--- src/rtl/bitminer_pkg.sv ---
// Shared bitminer types: PID constants, packet kinds, tx FSM states
// and the reflected CRC16 (USB) byte update used by tx and rx sides.
package bitminer_pkg;

    localparam logic [7:0] PID_DATA0 = 8'hC3;
    localparam logic [7:0] PID_ACK   = 8'hD2;
    localparam logic [7:0] PID_NACK  = 8'h5A;

    localparam logic [15:0] CRC16_POLY = 16'hA001;
    localparam logic [15:0] CRC16_INIT = 16'hFFFF;

    typedef enum logic [1:0] {
        PKT_HS,
        PKT_DATA,
        PKT_ZLP
    } pkt_t;

    typedef enum logic [2:0] {
        S_IDLE,
        S_PID,
        S_DATA,
        S_CRCL,
        S_CRCH
    } tx_state_t;

    function automatic logic [15:0] crc16_byte(
        input logic [15:0] c,
        input logic [7:0]  d
    );
        logic [15:0] r;
        r = c ^ {8'h00, d};
        for (int i = 0; i < 8; i++) begin
            r = r[0] ? ((r >> 1) ^ CRC16_POLY) : (r >> 1);
        end
        return r;
    endfunction

endpackage

--- src/rtl/crc16_usb.sv ---
// CRC16 (USB) register, one byte per enabled cycle, LSB first.
// Shared between the transmit builder and the receive checker.
module crc16_usb
    import bitminer_pkg::*;
(
    input  logic        clk,
    input  logic        n_rst,
    input  logic        init,
    input  logic        en,
    input  logic [7:0]  data,
    output logic [15:0] crc
);

    logic [15:0] crc_q;
    logic [15:0] crc_d;

    // next value: init wins over an update in the same cycle
    always_comb begin
        crc_d = crc_q;
        if (init) begin
            crc_d = CRC16_INIT;
        end else if (en) begin
            crc_d = crc16_byte(crc_q, data);
        end
    end

    // CRC state register
    always_ff @(posedge clk or negedge n_rst) begin
        if (!n_rst) begin
            crc_q <= CRC16_INIT;
        end else begin
            crc_q <= crc_d;
        end
    end

    assign crc = crc_q;

endmodule

--- src/rtl/tx_packet_builder.sv ---
// Frames handshake / data / zero-length packets into a byte stream
// over valid/ready: PID, optional payload, complemented CRC16.
module tx_packet_builder
    import bitminer_pkg::*;
#(
    parameter int PAYLOAD_BYTES = 4
) (
    input  logic                       clk,
    input  logic                       n_rst,
    input  logic                       transmit_start,
    input  logic                       transmit_empty,
    input  logic                       transmit_ack,
    input  logic [7:0]                 pid_byte,
    input  logic [8*PAYLOAD_BYTES-1:0] hash_data,
    input  logic                       tx_ready,
    output logic [7:0]                 tx_byte,
    output logic                       tx_valid,
    output logic                       tx_eop,
    output logic                       busy,
    output logic                       tx_done,
    output logic                       pid_err
);

    localparam int CW = $clog2(PAYLOAD_BYTES + 1);
    localparam logic [CW-1:0] LAST = CW'(PAYLOAD_BYTES - 1);

    tx_state_t                  state_q;
    pkt_t                       ptype_q;
    logic [7:0]                 pid_q;
    logic [8*PAYLOAD_BYTES-1:0] pay_q;
    logic [CW-1:0]              cnt_q;
    logic                       done_q;
    logic                       perr_q;

    logic        req_any;
    pkt_t        req_type_d;
    logic        pid_ok;
    logic        accept;
    logic        xfer;
    logic [15:0] crc;

    // request decode: ack beats start beats empty
    always_comb begin
        req_any    = 1'b1;
        req_type_d = PKT_HS;
        priority case (1'b1)
            transmit_ack:   req_type_d = PKT_HS;
            transmit_start: req_type_d = PKT_DATA;
            transmit_empty: req_type_d = PKT_ZLP;
            default:        req_any    = 1'b0;
        endcase
    end

    assign pid_ok   = (pid_byte[7:4] == ~pid_byte[3:0]);
    assign accept   = (state_q == S_IDLE) && req_any && pid_ok;
    assign tx_valid = (state_q != S_IDLE);
    assign busy     = tx_valid;
    assign xfer     = tx_valid && tx_ready;
    assign tx_done  = done_q;
    assign pid_err  = perr_q;

    crc16_usb u_crc (
        .clk   (clk),
        .n_rst (n_rst),
        .init  (accept),
        .en    (xfer && (state_q == S_DATA)),
        .data  (pay_q[7:0]),
        .crc   (crc)
    );

    // byte mux and end-of-packet flag from current state
    always_comb begin
        tx_byte = 8'h00;
        tx_eop  = 1'b0;
        unique case (state_q)
            S_PID: begin
                tx_byte = pid_q;
                tx_eop  = (ptype_q == PKT_HS);
            end
            S_DATA: tx_byte = pay_q[7:0];
            S_CRCL: tx_byte = ~crc[7:0];
            S_CRCH: begin
                tx_byte = ~crc[15:8];
                tx_eop  = 1'b1;
            end
            default: tx_byte = 8'h00;
        endcase
    end

    // packet FSM with latched request and payload shifter
    always_ff @(posedge clk or negedge n_rst) begin
        if (!n_rst) begin
            state_q <= S_IDLE;
            ptype_q <= PKT_HS;
            pid_q   <= 8'h00;
            pay_q   <= '0;
            cnt_q   <= '0;
            done_q  <= 1'b0;
            perr_q  <= 1'b0;
        end else begin
            done_q <= 1'b0;
            perr_q <= 1'b0;
            unique case (state_q)
                S_IDLE: begin
                    if (req_any && !pid_ok) begin
                        perr_q <= 1'b1;
                    end else if (accept) begin
                        state_q <= S_PID;
                        ptype_q <= req_type_d;
                        pid_q   <= pid_byte;
                        pay_q   <= hash_data;
                        cnt_q   <= '0;
                    end
                end
                S_PID: begin
                    if (xfer) begin
                        unique case (ptype_q)
                            PKT_HS: begin
                                state_q <= S_IDLE;
                                done_q  <= 1'b1;
                            end
                            PKT_DATA: state_q <= S_DATA;
                            default:  state_q <= S_CRCL;
                        endcase
                    end
                end
                S_DATA: begin
                    if (xfer) begin
                        pay_q <= pay_q >> 8;
                        cnt_q <= cnt_q + 1'b1;
                        if (cnt_q == LAST) begin
                            state_q <= S_CRCL;
                        end
                    end
                end
                S_CRCL: begin
                    if (xfer) begin
                        state_q <= S_CRCH;
                    end
                end
                S_CRCH: begin
                    if (xfer) begin
                        state_q <= S_IDLE;
                        done_q  <= 1'b1;
                    end
                end
                default: state_q <= S_IDLE;
            endcase
        end
    end

endmodule

--- config.mk ---
export PLATFORM = sky130hd
export DESIGN_NAME = tx_packet_builder
export DESIGN_NICKNAME = d
export VERILOG_FILES = /design/src/rtl/bitminer_pkg.sv /design/src/rtl/crc16_usb.sv /design/src/rtl/tx_packet_builder.sv
export SDC_FILE = /design/constraint.sdc
export NUM_CORES = 1
export LEC_CHECK = 0
export ABC_AREA = 1
export BUFFER_PORTS_ARGS = -buffer_cell sky130_fd_sc_hd__buf_2
export CORE_MARGIN = 2
export CORE_UTILIZATION = 35
export CTS_BUF_LIST = sky130_fd_sc_hd__clkbuf_16
export CTS_CLUSTER_DIAMETER = 50
export CTS_CLUSTER_SIZE = 16
export DETAILED_ROUTE_END_ITERATION = 8
export PLACE_DENSITY = 0.52
export SETUP_SLACK_MARGIN = 0.2
export SYNTH_ARGS = -nofsm -noshare
export SYNTH_HDL_FRONTEND = slang
export SYNTH_HIERARCHICAL = 1
export SYNTH_SLANG_ARGS = --single-unit
--- constraint.sdc ---
create_clock -name clk -period 5.6 [get_ports clk]
set_clock_uncertainty 0.05 [all_clocks]
set_input_delay 0 -clock clk [delete_from_list [all_inputs] [get_ports clk]]
set_output_delay 0 -clock clk [all_outputs]
set_load 0.02 [all_outputs]
Word-level counts from Yosys, hierarchy flattened
Cells that the tools add are included.

Register bits after elaboration: 66. Input bits: 46. Output and inout bits: 13.

$add $sub $neg: 1. Equality and inequality tests: 14. Mux-type cells: 41. Bitwise gates (word level): 13. Reduce and logical (&&, ||, !) cells: 14.

Operators with widths (number): 2-to-1 mux 16 bit (10); 2-to-1 mux 32 bit (3); case mux 32 bit (2 select lines) (1); case mux 8 bit (4 select lines) (1); 2-to-1 mux 3 bit (10); NOT 2 -> 3 bit (8); NOT 8 bit (2); XOR 16 x 8 -> 16 bit (1); case mux 3 bit (5 select lines) (1); != test 2 bit, second input constant (6); == test 3 x 2 -> 1 bit, second input constant (3); 2-to-1 mux 1 bit (8); AND reduction 7 bit (1); 2-to-1 mux 2 bit (3); case mux 3 bit (2 select lines) (1); logical AND 1 bit (5); == test 4 bit (1); NOT 4 bit (1); case mux 1 bit (2 select lines) (2); case mux 2 bit (2 select lines) (1); AND reduction 4 bit (1); nonzero test 2 bit (2); adder 3 x 1 -> 3 bit, second input constant (1); == test 3 x 1 -> 1 bit, second input constant (1); 9 further kinds (9).

Logic depth before layout (Yosys ltp)
Gate-level depths: netlist (run 1).

Depth after elaboration: 19. Mapped depth: 15.

By module
Netlist (run 1), hierarchy kept.

Modules (own cells, without submodules): tx_packet_builder (times used 1, cells each 391, area an instance 2730.1 µm², sequential area each 1251.2 µm²); crc16_usb (times used 1, cells each 148, area an instance 1073.5 µm², sequential area each 420.4 µm²).

Least setup slack after synthesis (run 1)
No wires, ideal clock.

Path type: reg-to-reg. Start: register state_q[0]. End: register u_crc.crc_q[15] (netlist: u_crc/crc[15]). Arrival time: 1.828 ns. Slack: 3.631 ns. Stages on the path, launching flop included: 8. Buffers on the path: 1. Period minus slack after synthesis: 1.969 ns. Cell sequence: dfrtp_1 nor3_2 inv_2 nor2_1 inv_1 nor2_1 clkbuf_1 a31oi_1.

Word-level cells in the longest chain between the ends: 4.

RTL lines: from (decl) (RTL line tx_packet_builder.sv:27) `tx_state_t state_q;`; from (signal assigned) (RTL line tx_packet_builder.sv:93) `state_q <= S_IDLE;`; from (signal assigned) (RTL line tx_packet_builder.sv:108) `state_q <= S_PID;`; from (signal assigned) (RTL line tx_packet_builder.sv:119) `state_q <= S_IDLE;`; logical NOT 3 bit or nonzero test 3 bit (tied branches) (RTL line tx_packet_builder.sv:55, tx_packet_builder.sv:56); logical AND 1 bit (on tied branches) (RTL line tx_packet_builder.sv:55, tx_packet_builder.sv:58); logical AND 1 bit (on tied branches) (RTL line tx_packet_builder.sv:55, tx_packet_builder.sv:66); 2-to-1 mux 16 bit or nonzero test 2 bit (tied branches); to (signal assigned) (RTL line crc16_usb.sv:32) `crc_q <= crc_d;`; to (decl) (RTL line crc16_usb.sv:14) `logic [15:0] crc_q;`.

Several ways; a longest one is shown, not always the timed one. A chain may end at the register's enable or synchronous reset.

Final worst setup path (run 1)
Start: register state_q[0]. End: register u_crc.crc_q[13] (netlist: u_crc/crc[13]).

The elaborated chain is that of the path after synthesis.

==> results.md, run 1 <==
- Switching Share: 46.4%
- Iteration-0 DRC Markers: 190
- HPWL Detailed: 6750 um
- Comb power frac: 49.6%
- Worst EP arrival: 3.26 ns
- Power Total: 2.91 mW
- CORE AREA: 10,700 sq um
- Core Rows: 38
- Total clock sinks: 66
- Die W: 108 um
- Hold Path Class: primary input to flip-flop
- DIE HEIGHT: 108 um
- Min-Delay Path Depth: 5
- H-tree lvl count: 3
- Largest net degree at the start of global routing: 67
- RSZ-0062 raised after global routing: no
- Library cells used by synthesis: 31
- Drt total wl: 10,100 um
- Peak VDD IR: 0.225 mV
- Final Hold Vio Count: 0
- Worst-path cell chain: nor3_4 -> buf_4 -> inv_2 -> nor2_1 -> inv_1 -> nor2_1 -> nand3_1 -> o21ai_0 -> inv_1
- Leakage power: 2.74 nW
- PD cells: 589 nW/um^2
- Crit path max fanout: 33
- Clk slew on worst S/H paths: 0.06 ns
- Worst hold margin: 0.0100 ns
- Max_cap viols: 0
- CTS tree: done
- First-pass GRT wire length: 17,500 um
- Dpl cells: 721
- Port Buffers: 58
- Die ar.: 11,700 sq um
- F_max: 0.328 GHz
- Total track usage: 19.1%
- Gr ovfl total: 0
- CTS Buf Count: 9
- Period Utilization, post-route: 54.4%
- Share of layout cells above drive strength 1: 20.7%
- Total number of vias: 3,683
- Slowest cell on the critical path: nor2_1
- Avg Inst Size Synth: 7.06 sq um
- Crit end category: flip-flop
- Root Buffer: clkbuf_16
- CP peak stage delay: 0.84 ns
- Status: finished clean
- NetSw: 1.35 mW
- Clock Power Share: 19.6%
- Layout Cells excl Fill: 779
- Syn nets: 587
- Reg2Reg Depth: 9
- Initial core utilization: 35.6%
- Most frequent cells in the layout: nand2_1 (262), buf_2 (58), dfrtp_1 (50)
- DRC: 0
- Period minus WS final: 3.05 ns
- Register share of total power: 30.8%
- Post-DRT Antenna Nets: 0
- Most common cell after layout, fill and taps aside: nand2_1
- Worst slew pin tran: 1.07 ns
- Worst skew pair latency: 0.33 ns
- Slew Limit Fails: 0
- Synth Register Bits: 66
- Final Wtd Congestion: 0.809
- I/O pin count: 59
- Int Power: 1.56 mW
- Startpoint Class: flip-flop
- Via-to-Cell Ratio: 4.73
- Slew headroom: 28.1%
- Layout filler cell count: 1,078
- Initial antenna violation count: 0
- Final setup violation count: 0
- Setup TNS: 0 ns
- Setup CP Type: flip-flop to flip-flop
- Cell Area, Synth: 3800 sq um
- Bufs on Longest Clock Path: 2
- CP Data Required Time: 5.81 ns
- Sequential area share after synthesis: 43.9%
- Yosys warning count: 6
- Resized Gates After CTS: 0
- Routed WL per cell: 13.0 um
- Fin nets: 682
- Syn Inst Count: 539
- Ant. Diodes: 0
- TritonRoute pass-1 iters: 4
- Synth-to-Final Area Change: 29.8%
- Number of global-route vias before repair: 3,670
-- worst max-delay path, delay by kind of cell, from the launching register on --
family	cells	cell delay, ns
compound gates	1	0.13
flops	1	0.46
simple gates	4	1.71
buf+inv	4	0.62
-- Yosys cell counts (all sizes together) --
| cell | n | share of area (%) |
|---|---|---|
| clkbuf | 11 | 1.1 |
| xor2 | 1 | 0.43 |
| inv | 57 | 5.6 |
| nand3b | 2 | 0.39 |
| or2 | 1 | 0.16 |
| a22oi | 7 | 1.4 |
| o31ai | 1 | 0.20 |
| a31oi | 3 | 0.49 |
| a32oi | 3 | 0.69 |
| o21a | 4 | 0.79 |
| dfstp | 16 | 11 |
| nand2 | 276 | 29 |
| xnor2 | 1 | 0.23 |
| a21oi | 9 | 1.5 |
| nor3 | 1 | 0.26 |
| nand3 | 46 | 6.8 |
| dfrtp | 50 | 33 |
| o22ai | 7 | 1.2 |
| a211o | 3 | 0.69 |
| nor2 | 18 | 1.9 |
| o21ai | 11 | 1.4 |
| ha | 2 | 0.66 |
| buf | 9 | 1.3 |
-- sequential cells by signal (all words and copies together), names as in the netlist --
| signal | flops |
|---|---|
| pay_q | 32 |
| cnt_q | 3 |
| pid_err | 1 |
| pid_q | 8 |
| ptype_q | 2 |
| tx_done | 1 |
| u_crc/crc | 16 |
| state_q | 3 |
-- per-layer routing --
metal  vias to the layer above  share of wire [%]  global-route usage, %
met1                      1707                 45                   24.7
met4                         0                1.8                   4.67
met2                        87                 49                   32.7
li1                       1875                  -                      -
met5                         -                  0                      0
met3                        14                4.8                   3.80
-- timing repair --
item                      CTS  global route
hold buffers               42             0
buffers inserted            0             0
hold endpoints to repair   95             0
-- kinds of logic after synthesis --
| logic type | after synthesis | synth area share, % |
|---|---|---|
| AOI/OAI and AO/OA | 48 | 8.32 |
| xor gates and xnor gates | 2 | 0.658 |
| adders and majority gates | 2 | 0.658 |
| buffers and inverters | 77 | 8.03 |
| DFF | 66 | 43.9 |
| and+or+nand+nor | 344 | 38.4 |
-- metrics by stage --
step           utilization, %  cell area [sq um]  setup slack [ns]
2_1_floorplan               -               3800              3.63
3_3_place_gp             39.4               4210              2.61
3_5_place_dp             39.4               4210              2.57
4_1_cts                  46.1               4940              2.56
5_1_grt                  46.1               4940              2.23
6_report                 46.1               4940              2.55
-- power groups by stage --
stage / clock (mW) / sequential, mW / combinational (mW)
floorplan: 0 / 0.860 / 1.11
global placement: 0 / 0.896 / 1.39
detailed placement: 0 / 0.900 / 1.42
CTS: 0.590 / 0.895 / 1.45
global route: 0.612 / 0.927 / 1.64
finish: 0.571 / 0.895 / 1.44
-- worst paths after layout --
| kind | from | endpoint | slack [ns] |
|---|---|---|---|
| worst max-delay path | state_q[0]$_DFFE_PN0P_ | u_crc/crc[13]$_DFFE_PN1P_ | 2.55 |
| worst min-delay path | transmit_empty | pid_err$_DFF_PN0_ | 0.01 |
| worst max register to register | state_q[0]$_DFFE_PN0P_ | u_crc/crc[13]$_DFFE_PN1P_ | 2.55 |
| worst min register to register | pay_q[9]$_DFFE_PN0P_ | pay_q[9]$_DFFE_PN0P_ | 0.42 |
| max in group asynchronous | n_rst | pay_q[6]$_DFFE_PN0P_ | 4.58 |
| min in group asynchronous | n_rst | pid_q[3]$_DFFE_PN0P_ | 0.33 |
-- final cells by class --
type,count,area [sq um],area share (%)
well taps,140,175,3.55
clock buffers,9,225,4.56
repair buffers,104,741,15.0
clock inverters,7,76.3,1.55
multi-input cells,396,1830,37.1
inverters,57,214,4.33
flip-flops and latches,66,1670,33.9
(Power assumes the default switching activity.)
==> run 2, diff against run 1 <==
--- a/config.mk
+++ b/config.mk
@@ -13,7 +13,7 @@
 export CTS_CLUSTER_DIAMETER = 50
 export CTS_CLUSTER_SIZE = 16
 export DETAILED_ROUTE_END_ITERATION = 8
-export PLACE_DENSITY = 0.52
+export PLACE_DENSITY = 0.54
 export SETUP_SLACK_MARGIN = 0.2
 export SYNTH_ARGS = -nofsm -noshare
 export SYNTH_HDL_FRONTEND = slang
==> constraint.sdc (replaced) <==
create_clock -name clk -period 2.64 [get_ports clk]
set_clock_uncertainty 0.05 [all_clocks]
set_input_delay 0 -clock clk [delete_from_list [all_inputs] [get_ports clk]]
set_output_delay 0 -clock clk [all_outputs]
set_load 0.02 [all_outputs]
==> run 2 against run 1 <==
Compared with the run above: routed wire length rose by 1.5%; highest routed layer unchanged; sequential share of layout area fell by 0.051 points; critical endpoint is now u_crc/crc[15]$_DFFE_PN1P_; largest power group unchanged; largest cell class unchanged; die area did not move.
==> results.md, run 2 (synthesis results as in run 1) <==
- Max_cap viols: 0 (unchanged)
- Most common cell after layout, fill and taps aside: nand2_1 (unchanged)
- Placed Area: 4260 sq um (was 4210 sq um)
- Total clock sinks: 66 (unchanged)
- Util after Layout: 46.2% (was 46.1%)
- Crit end category: flip-flop (unchanged)
- CTS tree: done (unchanged)
- NetSw: 2.86 mW (was 1.35 mW)
- I/O pin count: 59 (unchanged)
- Slew headroom: 60.6% (was 28.1%)
- Root Buffer: clkbuf_16 (unchanged)
- Number of global-route vias before repair: 3,697 (was 3,670)
- Setup CP Type: flip-flop to flip-flop (unchanged)
- Ant. Diodes: 0 (unchanged)
- Via-to-Cell Ratio: 4.67 (was 4.73)
- PD cells: 1230 nW/um^2 (was 589 nW/um^2)
- Initial core utilization: 35.6% (unchanged)
- Resized Gates After CTS: 0 (unchanged)
- Routed WL per cell: 13.1 um (was 13.0 um)
- Final Hold Vio Count: 0 (unchanged)
- Worst slew pin tran: 0.590 ns (was 1.07 ns)
- Worst path top cell family by delay: simple AND/OR/NAND/NOR gates (unchanged)
- Most frequent cells in the layout: nand2_1 (262), buf_2 (58), dfrtp_1 (50) (unchanged)
- Hold Path Class: primary input to flip-flop (unchanged)
- CTS Buf Count: 9 (unchanged)
- Comb power frac: 51.2% (was 49.6%)
- H-tree lvl count: 3 (unchanged)
- TritonRoute pass-1 iters: 4 (unchanged)
- Worst-path cell chain: nor2_2 -> nand2_2 -> nor2_2 -> nand3_2 -> inv_1 -> nor2_1 -> buf_4 -> inv_1 -> nor2_1 -> a31oi_1 (was nor3_4 -> buf_4 -> inv_2 -> nor2_1 -> inv_1 -> nor2_1 -> nand3_1 -> o21ai_0 -> inv_1)
- Clock Power Share: 17.5% (was 19.6%)
- Register share of total power: 31.2% (was 30.8%)
- Period Utilization, post-route: 78.3% (was 54.4%)
- Share of layout cells above drive strength 1: 21.2% (was 20.7%)
- Final Wtd Congestion: 0.863 (was 0.809)
- Clk slew on worst S/H paths: 0.06 ns (about the same)
- Period minus WS final: 2.07 ns (was 3.05 ns)
- Die W: 108 um (unchanged)
- Drt total wl: 10,300 um (was 10,100 um)
- Worst EP arrival: 2.26 ns (was 3.26 ns)
- Int Power: 3.23 mW (was 1.56 mW)
- Port Buffers: 58 (unchanged)
- Max reg flops: 32 (unchanged)
- Post-DRT Antenna Nets: 0 (unchanged)
- Status: finished clean (unchanged)
- DRC: 0 (unchanged)
- Peak VDD IR: 0.558 mV (was 0.225 mV)
- Slew Limit Fails: 0 (unchanged)
- Dpl cells: 727 (was 721)
- Synth-to-Final Area Change: 30.0% (was 29.8%)
- Largest net degree at the start of global routing: 43 (was 67)
- Leakage power: 2.77 nW (was 2.74 nW)
- Top reg by flops: pay_q (unchanged)
- CP bufs+invs: 3 (was 4)
- HPWL Detailed: 6970 um (was 6750 um)
- Total track usage: 19.3% (was 19.1%)
- Total number of vias: 3,667 (was 3,683)
- Final setup violation count: 0 (unchanged)
- First-pass GRT wire length: 17,700 um (was 17,500 um)
- Fin nets: 688 (was 682)
- CP peak stage delay: 0.45 ns (was 0.84 ns)
- Bufs on Longest Clock Path: 2 (unchanged)
- Switching Share: 46.9% (was 46.4%)
- Crit path max fanout: 11 (was 33)
- Die ar.: 11,700 sq um (unchanged)
- Layout Cells excl Fill: 785 (was 779)
- RSZ-0062 raised after global routing: no (unchanged)
- Iteration-0 DRC Markers: 164 (was 190)
- Initial antenna violation count: 0 (unchanged)
- Final instance area: 4940 sq um (about the same)
- CORE AREA: 10,700 sq um (unchanged)
- Gr ovfl total: 0 (unchanged)
- Worst skew pair latency: 0.33 ns (about the same)
- Setup TNS: 0 ns (unchanged)
- Layout filler cell count: 1,095 (was 1,078)
- CP Data Required Time: 2.84 ns (was 5.81 ns)
- Slowest cell on the critical path: dfrtp_1 (was nor2_1)
- Startpoint Class: flip-flop (unchanged)
- F_max: 0.484 GHz (was 0.328 GHz)
- DIE HEIGHT: 108 um (unchanged)
- Core Rows: 38 (unchanged)
[run 2: cell count changes in the layout (fill, tap and decap cells not counted), sizes merged]
cell	before	now
clkinv	2	4
inv	60	59
buf	62	68
bufinv	1	0
[run 2: power by group through the flow]
stage	logic, mW	clock network [mW]	registers (mW)
2_1_floorplan	2.36	0	1.83
3_3_place_gp	3.02	0	1.89
3_5_place_dp	3.08	0	1.91
4_1_cts	3.14	1.10	1.90
5_1_grt	3.51	1.15	1.97
6_report	3.12	1.06	1.90
[run 2: worst paths after layout]
| check | slack, ns | to | startpoint | cells past startpoint |
|---|---|---|---|---|
| max | 0.57 | u_crc/crc[15]$_DFFE_PN1P_ | state_q[0]$_DFFE_PN0P_ | 10 |
| min | 0.07 | pid_err$_DFF_PN0_ | transmit_start | 7 |
| max reg2reg | 0.57 | u_crc/crc[15]$_DFFE_PN1P_ | state_q[0]$_DFFE_PN0P_ | 10 |
| min reg2reg | 0.42 | pay_q[24]$_DFFE_PN0P_ | pay_q[24]$_DFFE_PN0P_ | 2 |
| max in group asynchronous | 1.87 | cnt_q[1]$_DFFE_PN0P_ | n_rst | 3 |
| min in group asynchronous | 0.15 | pid_q[2]$_DFFE_PN0P_ | n_rst | 3 |
[run 2: area by class of cell]
cell class / instances / area [sq um] / area share, %
clock buffer: 9 / 225 / 4.56
sequential: 66 / 1670 / 33.8
timing repair buffer: 110 / 786 / 15.9
multi-input combinational: 396 / 1830 / 37.1
tap: 140 / 175 / 3.54
clock inverter: 7 / 38.8 / 0.785
inverter: 57 / 214 / 4.33
[run 2: stage by stage]
step	hold WS [ns]	total power [mW]	setup WS, ns
6_report	0.0735	6.08	0.573
5_1_grt	0.129	6.64	0.358
4_1_cts	0.0771	6.14	0.577
3_5_place_dp	-0.0148	4.99	0.597
3_3_place_gp	-0.0247	4.91	0.646
2_1_floorplan	-0.346	4.18	0.671
[run 2: what timing repair did]
action                                 in CTS  in global routing
hold buffers                               42                  0
endpoints found under the hold margin     111                  0
buffers inserted                            0                  0
[run 2: routing by layer]
metal / wire, um / up-vias / track usage [%]
met3: 327 / 9 / 4.58
met5: 0 / - / 0
li1: - / 1889 / -
met4: 113 / 0 / 5.13
met1: 4650 / 1708 / 24.1
met2: 5210 / 61 / 33.6
[run 2: worst register-to-register path: cells and delay by family, from the launching register on]
family	cells	cell delay (ns)
AO/OA/AOI/OAI	1	0.15
AND/OR/NAND/NOR	6	0.78
buffers and inverters	3	0.56
flip-flops	1	0.45
